### config.mk
export PLATFORM = sky130hd
export DESIGN_NAME = ddram_arbiter
export DESIGN_NICKNAME = d
export VERILOG_FILES = /design/src/rtl/ddram_arb_pkg.sv /design/src/rtl/ddram_arb_rr.sv /design/src/rtl/ddram_arbiter.sv
export SDC_FILE = /design/constraint.sdc
export NUM_CORES = 1
export LEC_CHECK = 0
export ABC_AREA = 1
export BUFFER_PORTS_ARGS = -buffer_cell sky130_fd_sc_hd__buf_2
export CORE_AREA = 2 2 206 208
export DETAILED_ROUTE_END_ITERATION = 10
export DIE_AREA = 0 0 208 210
export SKIP_CTS_REPAIR_TIMING = 1
export SYNTH_ARGS = -nofsm -noshare
export SYNTH_HDL_FRONTEND = slang
export SYNTH_SLANG_ARGS = --single-unit
### constraint.sdc
create_clock -name DDRAM_CLK -period 3.5 [get_ports DDRAM_CLK]
set_input_delay 0.875 -clock DDRAM_CLK [delete_from_list [all_inputs] [get_ports DDRAM_CLK]]
set_output_delay 0.875 -clock DDRAM_CLK [all_outputs]
set_load 0.005 [all_outputs]
### src/rtl/ddram_arb_pkg.sv
// ddram_arb_pkg: shared types and widths for the two-client DDRAM port arbiter
package ddram_arb_pkg;
  localparam int AW = 29;
  localparam int BW = 8;
  typedef enum logic [1:0] {IDLE, WR, RDCMD, RDDATA} state_t;
  typedef enum logic [1:0] {OWN_C0, OWN_C1, OWN_NONE} owner_t;
endpackage

### src/rtl/ddram_arb_rr.sv
// ddram_arb_rr: two-way round-robin select; with no or both requests the client not served last wins
module ddram_arb_rr (
  input  logic [1:0] req,
  input  logic       last_grant,
  output logic       sel
);
  assign sel = (req == 2'b01) ? 1'b0 : (req == 2'b10) ? 1'b1 : ~last_grant;
endmodule

### src/rtl/ddram_arbiter.sv
// ddram_arbiter: shares one 64-bit DDRAM port between a cache/ROM client and a bulk client,
// one registered transaction at a time, steering read beats back to the issuing client.
module ddram_arbiter
  import ddram_arb_pkg::*;
(
  input  logic          DDRAM_CLK,
  input  logic          reset_n,
  input  logic          DDRAM_BUSY,
  output logic [BW-1:0] DDRAM_BURSTCNT,
  output logic [AW-1:0] DDRAM_ADDR,
  input  logic [63:0]   DDRAM_DOUT,
  input  logic          DDRAM_DOUT_READY,
  output logic          DDRAM_RD,
  output logic [63:0]   DDRAM_DIN,
  output logic [7:0]    DDRAM_BE,
  output logic          DDRAM_WE,
  input  logic [AW-1:0] c0_addr,
  input  logic [BW-1:0] c0_burstcnt,
  input  logic          c0_rd,
  input  logic          c0_we,
  input  logic [63:0]   c0_din,
  input  logic [7:0]    c0_be,
  output logic          c0_busy,
  output logic [63:0]   c0_dout,
  output logic          c0_dout_ready,
  input  logic [AW-1:0] c1_addr,
  input  logic [BW-1:0] c1_burstcnt,
  input  logic          c1_rd,
  input  logic          c1_we,
  input  logic [63:0]   c1_din,
  input  logic [7:0]    c1_be,
  output logic          c1_busy,
  output logic [63:0]   c1_dout,
  output logic          c1_dout_ready
);
  state_t        state;
  owner_t        owner;
  logic          last_grant;
  logic [BW-1:0] cnt;
  logic [1:0]    req;
  logic          sel, sel_we, accept, beat_ok;
  logic [AW-1:0] sel_addr;
  logic [BW-1:0] sel_burst;
  logic [63:0]   sel_din;
  logic [7:0]    sel_be;

  assign req = {c1_rd | c1_we, c0_rd | c0_we};

  ddram_arb_rr u_rr (.req(req), .last_grant(last_grant), .sel(sel));

  always_comb begin
    sel_we    = sel ? c1_we : c0_we;
    sel_addr  = sel ? c1_addr : c0_addr;
    sel_burst = sel ? c1_burstcnt : c0_burstcnt;
    sel_din   = sel ? c1_din : c0_din;
    sel_be    = sel ? c1_be : c0_be;
    accept    = (state == IDLE) && req[sel];
    // a beat coinciding with the controller taking the read command is already data
    beat_ok   = DDRAM_DOUT_READY && ((state == RDDATA) || ((state == RDCMD) && !DDRAM_BUSY));
  end

  assign c0_busy       = ~(reset_n && (state == IDLE) && !sel);
  assign c1_busy       = ~(reset_n && (state == IDLE) && sel);
  assign c0_dout       = DDRAM_DOUT;
  assign c1_dout       = DDRAM_DOUT;
  assign c0_dout_ready = beat_ok && (owner == OWN_C0);
  assign c1_dout_ready = beat_ok && (owner == OWN_C1);

  always_ff @(posedge DDRAM_CLK or negedge reset_n) begin
    if (!reset_n) begin
      state          <= IDLE;
      owner          <= OWN_NONE;
      last_grant     <= 1'b1;
      cnt            <= '0;
      DDRAM_RD       <= 1'b0;
      DDRAM_WE       <= 1'b0;
      DDRAM_BURSTCNT <= BW'(1);
      DDRAM_ADDR     <= '0;
      DDRAM_DIN      <= '0;
      DDRAM_BE       <= '0;
    end else begin
      case (state)
        IDLE: if (accept) begin
          DDRAM_ADDR <= sel_addr;
          DDRAM_DIN  <= sel_din;
          DDRAM_BE   <= sel_be;
          owner      <= sel ? OWN_C1 : OWN_C0;
          if (sel_we) begin
            DDRAM_BURSTCNT <= BW'(1);
            DDRAM_WE       <= 1'b1;
            state          <= WR;
          end else begin
            DDRAM_BURSTCNT <= (sel_burst == '0) ? BW'(1) : sel_burst;
            DDRAM_RD       <= 1'b1;
            state          <= RDCMD;
          end
        end
        WR: if (!DDRAM_BUSY) begin
          DDRAM_WE   <= 1'b0;
          last_grant <= (owner == OWN_C1);
          owner      <= OWN_NONE;
          state      <= IDLE;
        end
        RDCMD: if (!DDRAM_BUSY) begin
          DDRAM_RD <= 1'b0;
          if (DDRAM_DOUT_READY && (DDRAM_BURSTCNT == BW'(1))) begin
            last_grant <= (owner == OWN_C1);
            owner      <= OWN_NONE;
            state      <= IDLE;
          end else begin
            cnt   <= DDRAM_BURSTCNT - BW'(DDRAM_DOUT_READY);
            state <= RDDATA;
          end
        end
        RDDATA: if (DDRAM_DOUT_READY) begin
          if (cnt == BW'(1)) begin
            last_grant <= (owner == OWN_C1);
            owner      <= OWN_NONE;
            state      <= IDLE;
          end else begin
            cnt <= cnt - BW'(1);
          end
        end
        default: state <= IDLE;
      endcase
    end
  end
endmodule
==> flow_summary.yaml, run 1 <==
synth:
  syn_inst: 918
  synth-seq-cells: 124
  syn_nets: 1212
  avgSynthCellArea_um2: 7.83
  synth_warnings: 0
  syn_area_mm2: 0.00719
  ys_seq_area_share_pct: 43.2
  synthDistinctLibCells: 35
clock_network:
  clkLatencyLatePin_ns: 0.43
  cts_max_level: 4
  cts_root_buf: "clkbuf_16"
  clockBufferDepth: 2
  clock_sinks: 124
  cts_tree: "done"
  clkTransAtPathRegs_ns: 0.06
  cts_buffers: 17
power:
  power_leakage_nw: 4.36
  p_clk_share_pct: 23.4
  p_switching_w: 0.00312
  p_int_w: 0.00472
  combPwrFrac_pct: 43.7
  pwr-share-seq_pct: 32.9
  swShare_pct: 39.8
  power_density_mw_per_mm2: 871
  vdd_drop_max_mv: 0.339
die:
  die_w_um: 208
  start_util_pct: 17.3
  die_h_um: 210
  io_pins: 533
  die-area_mm2: 0.0437
  core.rowCount: 75
  fp.coreArea_mm2: 0.0415
detailed_routing:
  vias: 6621
  drc: 0
  ant_nets: 0
  via_per_inst: 3.98
  firstDrtPassIters: 5
  routed_wl_mm: 24.5
  post_drt_wl_per_cell_um: 14.7
  drtIter0Drc: 324
worst_setup_path:
  cp_top_family: "simple AND/OR/NAND/NOR gates"
  path_buf_inv: 2
  cp.required_ns: 2.62
  max_stage_delay_ns: 0.22
  worstPathArrival_ns: 1.84
  path_class: "in -> out"
  slowest_stage: "o21ai_2"
  cp_cell_sequence: "buf_2 -> o21ai_2 -> nand2_4 -> nand2_4 -> nand3_1 -> buf_2"
  critPathLaunchType: "input port"
  cp_max_fo: 9
  end_kind: "primary output"
flow_run:
  drv_cap: 0
timing:
  setup_viol: 0
  period_needed_ns: 2.72
  hold_viol: 0
  fmax_mhz: 368
  holdWs_ns: 0.262
  relSlewSlack_pct: 45.4
  grt_setup_unrepaired: "no"
  tightest_slew_ns: 0.819
  min_period_over_period_pct: 77.6
  tns_ns: 0
  fin_skew_ns: 0.00795
  final-max-slew-violation-count: 0
global_route:
  grt_pass1_wl_mm: 37.1
  grt_util_met1_pct: 12.0
  grt_overflow: 0
  grt_pass1_vias: 6484
  met2_usage_pct: 18.6
  grtUsageMet3_pct: 4.90
  grt_antenna_before_repair: 1
  grt_max_degree: 123
  grt.busiest_layer: "met2"
  grt_use_total_pct: 11.1
placement:
  port_buffers: 340
  dp_hpwl_mm: 19.6
  gp_congestion: 0.849
  placedCellCount: 1630
run_status:
  outcome: "finished, final reports clean"
layout:
  fin_cells: 1662
  n_antenna_cell: 0
  nFillCells: 4672
  layout-drive-gt1-share_pct: 34.9
  syn_to_final_growth_pct: 25.2
  fin_nets: 1404
hold_path:
  hold_class: "in -> async"
## logic make-up after synthesis
group           synth area share, %
fa+ha+maj                     0.696
mux                           0.139
flops                          43.2
buf+inv                        19.8
xor+xnor                      0.244
compound gates                 11.8
simple gates                   24.1
## final cells by class
type,count,area [um^2],area share [%]
sequential,124,3110,34.5
multi-input combinational,581,2670,29.6
timing repair buffer,348,1810,20.1
tap,539,674,7.49
clock buffer,25,495,5.50
inverter,38,145,1.61
clock inverter,7,110,1.22
## path summary, 6_finish.rpt
| check | from | endpoint | slack [ns] | cells after the start |
|---|---|---|---|---|
| max | c1_rd | c0_busy | 0.78 | 6 |
| min in group DDRAM_CLK | cnt[2]$_DFFE_PN0P_ | cnt[2]$_DFFE_PN0P_ | 0.48 | 2 |
| min reg2reg | cnt[2]$_DFFE_PN0P_ | cnt[2]$_DFFE_PN0P_ | 0.48 | 2 |
| max in group asynchronous | reset_n | DDRAM_DIN[27]$_DFFE_PN0P_ | 2.18 | 2 |
| max reg2reg | last_grant$_DFFE_PN1P_ | DDRAM_BURSTCNT[0]$_DFFE_PN1P_ | 1.45 | 11 |
| min | reset_n | DDRAM_BURSTCNT[1]$_DFFE_PN0P_ | 0.26 | 1 |
## worst reg2reg max path: stages, from the launching register on
cell and delay, ns:
dfstp_2 0.55, inv_1 0.05, o21ai_2 0.09, nand2_4 0.12, nand2_4 0.14, buf_4 0.43
nand2_1 0.12, nand2_1 0.11, nand2_1 0.06, nor2_1 0.10, nand2_1 0.08, a21oi_1 0.13
## layer usage
| layer | vias to the layer above | routed length [um] |
|---|---|---|
| met2 | 383 | 12000 |
| met4 | 2 | 755 |
| met3 | 36 | 2500 |
| met5 | - | 7 |
| li1 | 3235 | - |
| met1 | 2965 | 9200 |
## per-stage QoR
| stage | cell area [um^2] | worst slack (ns) | utilization (%) | power (W) |
|---|---|---|---|---|
| after floorplan | 7190 | 0.946 | - | 0.00487 |
| after global placement | 8400 | 0.831 | 20.2 | 0.00600 |
| after detailed placement | 8400 | 0.776 | 20.2 | 0.00610 |
| after CTS | 9000 | 0.770 | 21.7 | 0.00799 |
| after global routing | 9000 | 0.716 | 21.7 | 0.00857 |
| final | 9000 | 0.784 | 21.7 | 0.00784 |
## registers in the layout, indices dropped and copies added (netlist names)
signal and count:
DDRAM_RD 1, last_grant 1, DDRAM_ADDR 29, owner 2
state 2, DDRAM_DIN 64, DDRAM_BURSTCNT 8, cnt 8
DDRAM_WE 1, DDRAM_BE 8
## Yosys cell counts, drive strengths merged
library cell / count / area share, %
o21bai: 1 / 0.10
a22oi: 1 / 0.10
nand2: 269 / 14
mux2i: 1 / 0.14
a31oi: 102 / 8.9
xor2: 2 / 0.24
dfrtp: 121 / 42
nor3: 4 / 0.50
a21oi: 5 / 0.35
inv: 38 / 2.0
nor2: 131 / 7.0
and2: 1 / 0.087
nand4: 2 / 0.17
dfstp: 3 / 1.1
or2: 1 / 0.12
nand3: 20 / 1.5
o21ai: 27 / 1.9
nand3b: 5 / 0.52
ha: 4 / 0.70
o22ai: 5 / 0.44
buf: 175 / 18
## power by group through the flow
stage	registers, W	clock network, W	logic (W)
floorplan	0.00261	0	0.00226
global placement	0.00258	0	0.00343
detailed placement	0.00260	0	0.00350
CTS	0.00259	0.00191	0.00349
global route	0.00267	0.00198	0.00393
finish	0.00258	0.00183	0.00343
## cells in the final DEF (no fill, tap or decap)
cell type and count:
buf_12 3, ha_1 4, nand2_2 1, clkbuf_8 4
buf_4 5, o21ai_2 1, or2_4 1, nand3_2 1
bufinv_16 3, and2_1 1, a22oi_1 1, nand2_4 2
nor2_4 2, o21bai_1 1, xor2_1 2, inv_2 2
clkbuf_1 4, mux2i_1 1, inv_1 35, nand3b_1 5
o22ai_1 5, nand4_1 2, o21ai_0 20, o21ai_1 6
nand3_1 19, nor2_1 129, clkinv_2 4, buf_2 339
nor3_2 1, inv_4 1, nor3_4 1, nand2_1 266
nor3_1 2, a31oi_1 102, a21oi_1 5, clkbuf_16 17
buf_6 1, dfrtp_1 121, dfstp_2 3
Power figures use the tool's default switching activity.
==> run 2, diff against run 1 <==
==> constraint.sdc (replaced) <==
create_clock -name DDRAM_CLK -period 2.85 [get_ports DDRAM_CLK]
set_input_delay 0.7125 -clock DDRAM_CLK [delete_from_list [all_inputs] [get_ports DDRAM_CLK]]
set_output_delay 0.7125 -clock DDRAM_CLK [all_outputs]
set_load 0.005 [all_outputs]
==> run 2 against run 1 <==
Sequential power is 22% higher. Flip-flop and latch count is the same. Via count rose by 1.4%. Cell count is 0.12% higher. Utilization grew 0.18 points. Critical path type is now reg -> out. Largest cell class unchanged. Highest routed layer unchanged.
==> flow_summary.yaml, run 2 (same netlist as run 1, synthesis figures left out) <==
global_route:
  grt_pass1_wl_mm: 36.6
  grt_max_degree: 87
  grt_use_total_pct: 11.0
  grt_antenna_before_repair: 2
  grt_overflow: 0
  grt_pass1_vias: 6562
worst_setup_path:
  critPathLaunchType: "flop"
  cp.required_ns: 2.14
  cp_max_fo: 9
  worstPathArrival_ns: 1.72
  path_class: "reg -> out"
  end_kind: "primary output"
detailed_routing:
  drtIter0Drc: 290
  via_per_inst: 4.03
  post_drt_wl_per_cell_um: 14.8
  vias: 6711
  drc: 0
  firstDrtPassIters: 4
  ant_nets: 0
  routed_wl_mm: 24.6
clock_network:
  clkTransAtPathRegs_ns: 0.06
  clock_sinks: 124
  cts_tree: "done"
  clkLatencyLatePin_ns: 0.44
  cts_buffers: 17
  clockBufferDepth: 2
  cts_root_buf: "clkbuf_16"
  cts_max_level: 4
layout:
  nFillCells: 4629
  layout-drive-gt1-share_pct: 35.1
  layout.cells.most_common_list: "339 x buf_2, 266 x nand2_1, 129 x nor2_1, 121 x dfrtp_1, 102 x a31oi_1"
  n_antenna_cell: 0
  fin_cells: 1664
  largest_reg_flops: 64
  mostFrequentLayoutCell: "buf_2"
  regMostFlops: "DDRAM_DIN"
  syn_to_final_growth_pct: 26.3
  fin_nets: 1406
  top_regs: "DDRAM_DIN x64, DDRAM_ADDR x29"
timing:
  hold_viol: 0
  relSlewSlack_pct: 48.6
  holdWs_ns: 0.0836
  setup_viol: 0
  final-max-slew-violation-count: 0
  tightest_slew_ns: 0.770
  grt_setup_unrepaired: "no"
  fmax_mhz: 411
  tns_ns: 0
  fin_skew_ns: 0.00721
  period_needed_ns: 2.43
  min_period_over_period_pct: 85.3
flow_run:
  drv_cap: 0
power:
  swShare_pct: 39.7
  pwr-share-seq_pct: 32.1
  combPwrFrac_pct: 43.5
  p_int_w: 0.00595
  p_switching_w: 0.00391
  vdd_drop_max_mv: 0.398
  p_clk_share_pct: 24.5
  power_density_mw_per_mm2: 1090
  power_leakage_nw: 4.38
hold_path:
  hold_class: "in -> async"
placement:
  port_buffers: 340
  gp_congestion: 0.835
  dp_hpwl_mm: 19.9
  placedCellCount: 1632
die:
  fp.coreArea_mm2: 0.0415
  die_h_um: 210
  die-area_mm2: 0.0437
  core.rowCount: 75
  start_util_pct: 17.3
  die_w_um: 208
  io_pins: 533
run_status:
  outcome: "finished, final reports clean"
==> run 2: cell types whose count changed in the layout (fill, tap and decap cells not counted) <==
cell and change:
buf_12 +2, bufinv_16 +2, clkbuf_1 -1, clkbuf_8 -3
clkinv_2 -2, clkinv_4 +1, clkinvlp_4 +3
==> run 2: through the flow <==
step / area [um^2] / total power [W] / setup slack (ns) / util [%]
global placement: 8440 / 0.00742 / 0.461 / 20.3
floorplan: 7190 / 0.00599 / 0.621 / -
detailed placement: 8440 / 0.00755 / 0.443 / 20.3
global route: 9080 / 0.0107 / 0.295 / 21.9
CTS: 9080 / 0.0100 / 0.351 / 21.9
finish: 9080 / 0.00986 / 0.419 / 21.9
==> run 2: routing by layer <==
metal	part of all wire, %	wire length, um	GRT usage, %
met2	49	12100	18.3
met5	0.28	69	0.667
met1	36	8930	11.2
met3	10	2500	5.20
met4	4.3	1050	6.82
==> run 2: cell type report <==
cell class | count | area (um^2) | area share, %
Timing Repair Buffer | 350 | 1850 | 20.3
Inverter | 38 | 145 | 1.60
Clock inverter | 11 | 191 | 2.11
Clock buffer | 21 | 450 | 4.96
Sequential cell | 124 | 3110 | 34.2
Tap cell | 539 | 674 | 7.43
Multi-Input combinational cell | 581 | 2670 | 29.4
==> run 2: power by group through the flow <==
stage               Sequential, W  Combinational, W  Clock, W
floorplan                 0.00321           0.00278         0
global placement          0.00315           0.00427         0
detailed placement        0.00318           0.00437         0
CTS                       0.00317           0.00436   0.00251
global route              0.00327           0.00487   0.00258
finish                    0.00316           0.00429   0.00241
==> run 2: worst max-delay path, stage by stage, from the launching register on <==
cell     delay [ns]
dfstp_2        0.56
inv_1          0.06
o21ai_2        0.08
nand2_4        0.11
nand2_4        0.17
nand3_1        0.11
buf_2          0.17
==> run 2: final timing paths <==
path                                         from  cells after the start                       endpoint  slack [ns]
setup / recovery           last_grant$_DFFE_PN1P_                      6                        c0_busy        0.42
hold / removal                            reset_n                      1  DDRAM_BURSTCNT[7]$_DFFE_PN0P_        0.08
setup reg to reg             state[0]$_DFFE_PN0P_                      6      DDRAM_DIN[22]$_DFFE_PN0P_        0.76
hold reg to reg                cnt[2]$_DFFE_PN0P_                      2             cnt[2]$_DFFE_PN0P_        0.49
max in group asynchronous                 reset_n                      2      DDRAM_DIN[12]$_DFFE_PN0P_        1.78
min in group DDRAM_CLK         cnt[2]$_DFFE_PN0P_                      2             cnt[2]$_DFFE_PN0P_        0.49
==> run 3, diff against run 2 <==
--- a/config.mk
+++ b/config.mk
@@ -6,11 +6,12 @@
 export NUM_CORES = 1
 export LEC_CHECK = 0
 export ABC_AREA = 1
-export BUFFER_PORTS_ARGS = -buffer_cell sky130_fd_sc_hd__buf_2
-export CORE_AREA = 2 2 206 208
+export CORE_AREA = 2 2 208 210
 export DETAILED_ROUTE_END_ITERATION = 10
-export DIE_AREA = 0 0 208 210
+export DIE_AREA = 0 0 210 212
+export DONT_BUFFER_PORTS = 1
 export SKIP_CTS_REPAIR_TIMING = 1
 export SYNTH_ARGS = -nofsm -noshare
 export SYNTH_HDL_FRONTEND = slang
+export SYNTH_HIERARCHICAL = 1
 export SYNTH_SLANG_ARGS = --single-unit
==> run 3 against run 2 <==
The flow now finishes with violations (hold timing). Non-clock buffer count is 341 lower. Worst hold slack worse by 0.12 ns. Via count is 28% lower. Total power is 13% lower.
==> flow_summary.yaml, run 3 <==
layout:
  layout-drive-gt1-share_pct: 8.01
  mostFrequentLayoutCell: "nand2_1"
  regMostFlops: "DDRAM_DIN"
  layout.cells.most_common_list: "192 x nand2_1, 121 x dfrtp_1, 102 x mux2i_1, 90 x o21ai_0, 36 x o21ai_1"
  fin_nets: 980
  n_antenna_cell: 0
  top_regs: "DDRAM_DIN x64, DDRAM_ADDR x29"
  nFillCells: 4679
  largest_reg_flops: 64
  syn_to_final_growth_pct: 2.91
detailed_routing:
  drc: 0
  vias: 4848
  ant_nets: 0
  firstDrtPassIters: 5
  routed_wl_mm: 19.8
  drtIter0Drc: 270
  via_per_inst: 3.89
  post_drt_wl_per_cell_um: 15.9
clock_network:
  clkLatencyLatePin_ns: 0.44
  cts_max_level: 4
  cts_tree: "done"
  clockBufferDepth: 2
  clock_sinks: 124
  clkTransAtPathRegs_ns: 0.06
  cts_buffers: 17
  cts_root_buf: "clkbuf_16"
die:
  die-area_mm2: 0.0445
  start_util_pct: 17.1
  die_w_um: 210
  io_pins: 533
  core.rowCount: 76
  die_h_um: 212
  fp.coreArea_mm2: 0.0425
worst_setup_path:
  rrSetupSlack_ns: 0.88
  cp.required_ns: 2.14
  reg2reg_depth: 10
  worstPathArrival_ns: 1.76
  cp_cell_sequence: "inv_2 -> nor2_2 -> nand2_1 -> inv_1 -> o21ai_0 -> nor3_1"
  critPathLaunchType: "flop"
  max_stage_delay_ns: 0.49
  path_class: "reg -> out"
  rr_endpoint: "DDRAM_DIN[56]$_DFFE_PN0P_"
  slowest_stage: "dfrtp_1"
  r2r_start: "last_grant$_DFFE_PN1P_"
  end_kind: "primary output"
  cp_max_fo: 6
hold_path:
  hold_class: "in -> async"
power:
  p_switching_w: 0.00342
  power_density_mw_per_mm2: 1150
  vdd_drop_max_mv: 0.503
  combPwrFrac_pct: 32.7
  swShare_pct: 39.8
  p_clk_share_pct: 26.3
  pwr-share-seq_pct: 41.0
  p_int_w: 0.00518
  power_leakage_nw: 3.71
run_status:
  violations: "hold timing"
  outcome: "finished with violations"
synth:
  async_flop_share_pct: 100
  ys_dominant_reg_cell: "dfrtp_1"
  synthDistinctLibCells: 32
  synth_top_area_cell: "dfrtp_1"
  synth-seq-cells: 124
  yosys.area.top_type_share_pct: 41.6
  avgSynthCellArea_um2: 8.84
  ys_top_cells_by_area: "dfrtp_1 42%, buf_4 15%, mux2i_1 14%"
  netlist_top_cells_count: "193 x nand2_1, 141 x buf_4, 121 x dfrtp_1"
  yosysMostFrequentCell: "nand2_1"
  syn_inst: 823
  syn_nets: 1117
  synth_warnings: 6
  ys_seq_area_share_pct: 42.7
  synth_edf_count: 0
  syn_area_mm2: 0.00728
timing:
  tns_ns: 0
  relSlewSlack_pct: 48.6
  final-max-slew-violation-count: 0
  fin_skew_ns: 0.00725
  setup_viol: 0
  holdWs_ns: -0.0339
  hold_viol: 85
  period_needed_ns: 2.48
  min_period_over_period_pct: 86.9
  fmax_mhz: 404
  tightest_slew_ns: 0.770
  grt_setup_unrepaired: "no"
global_route:
  grt_antenna_before_repair: 0
  grt_pass1_wl_mm: 28.4
  grt_overflow: 0
  grt_max_degree: 127
  grt_use_total_pct: 8.76
  grt_pass1_vias: 4786
placement:
  port_buffers: 0
  gp_congestion: 0.803
  dp_hpwl_mm: 15.4
flow_run:
  drv_cap: 0
==> run 3: cell types whose count changed in the layout (fill, tap and decap cells not counted), moves of 8 or more <==
cell     delta
buf_2     -339
o21ai_1    +30
nor2_1    -111
a31oi_1   -102
mux2i_1   +101
o21ai_0    +70
nand2_1    -74
nand3_1     +8
==> run 3: layer usage <==
| metal | up-vias | track usage [%] | share of wire (%) |
|---|---|---|---|
| met3 | 58 | 4.42 | 9.6 |
| met5 | - | 0.111 | 0 |
| met1 | 2211 | 9.71 | 39 |
| met2 | 264 | 13.7 | 48 |
| met4 | 0 | 4.77 | 3.1 |
| li1 | 2315 | - | - |
==> run 3: stage by stage <==
step                power, W  std cells  area [um^2]  utilization, %  setup slack (ns)
floorplan            0.00573        823         7280               -             0.768
global placement     0.00631       1213         6880            16.2             0.576
detailed placement   0.00644       1213         6880            16.2             0.522
CTS                  0.00876       1245         7490            17.6             0.328
global route         0.00933       1245         7490            17.6             0.190
finish               0.00861       1245         7490            17.6             0.374
==> run 3: kinds of logic (layout without fill, tap and decap cells) <==
kind of cell / Yosys count / count (layout) / share of synthesized area [%]
DFF: 124 / 124 / 42.7
xor gates and xnor gates: 1 / 1 / 0.120
adders and majority gates: 5 / 5 / 0.825
AOI/OAI and AO/OA: 135 / 135 / 9.51
buffers and inverters: 202 / 78 / 18.5
muxes: 102 / 102 / 14.0
and+or+nand+nor: 254 / 254 / 14.3
==> run 3: area by class of cell <==
type,instances,area (um^2),share of cell area (%)
tap,546,683,9.12
timing repair buffer,9,105,1.40
clock buffer,25,495,6.62
inverter,37,144,1.92
sequential,124,3110,41.5
clock inverter,7,110,1.47
multi-input combinational,497,2840,38.0
==> run 3: worst max-delay path, delay by kind of cell, from the launching register on <==
family,cells,cell delay (ns)
AND/OR/NAND/NOR,3,0.54
flip-flops,1,0.49
buffers and inverters,2,0.16
AO/OA/AOI/OAI,1,0.15
==> run 3: power groups by stage <==
stage	Sequential, W	Combinational, W	Clock [W]
detailed placement	0.00356	0.00287	0
global route	0.00365	0.00327	0.00241
global placement	0.00357	0.00274	0
finish	0.00353	0.00282	0.00227
CTS	0.00357	0.00285	0.00234
floorplan	0.00317	0.00256	0
==> run 3: how the worst max path moves through the flow <==
stage | startpoint | endpoint | cells after the start | slack (ns)
2_1_floorplan | c0_we | c1_busy | 9 | 0.77
3_3_place_gp | c0_we | DDRAM_DIN[41]$_DFFE_PN0P_ | 9 | 0.58
3_5_place_dp | c0_we | DDRAM_ADDR[28]$_DFFE_PN0P_ | 9 | 0.52
4_1_cts | state[1]$_DFFE_PN0P_ | c0_dout_ready | 6 | 0.33
5_1_grt | state[1]$_DFFE_PN0P_ | c0_dout_ready | 6 | 0.19
6_report | state[1]$_DFFE_PN0P_ | c0_dout_ready | 6 | 0.37
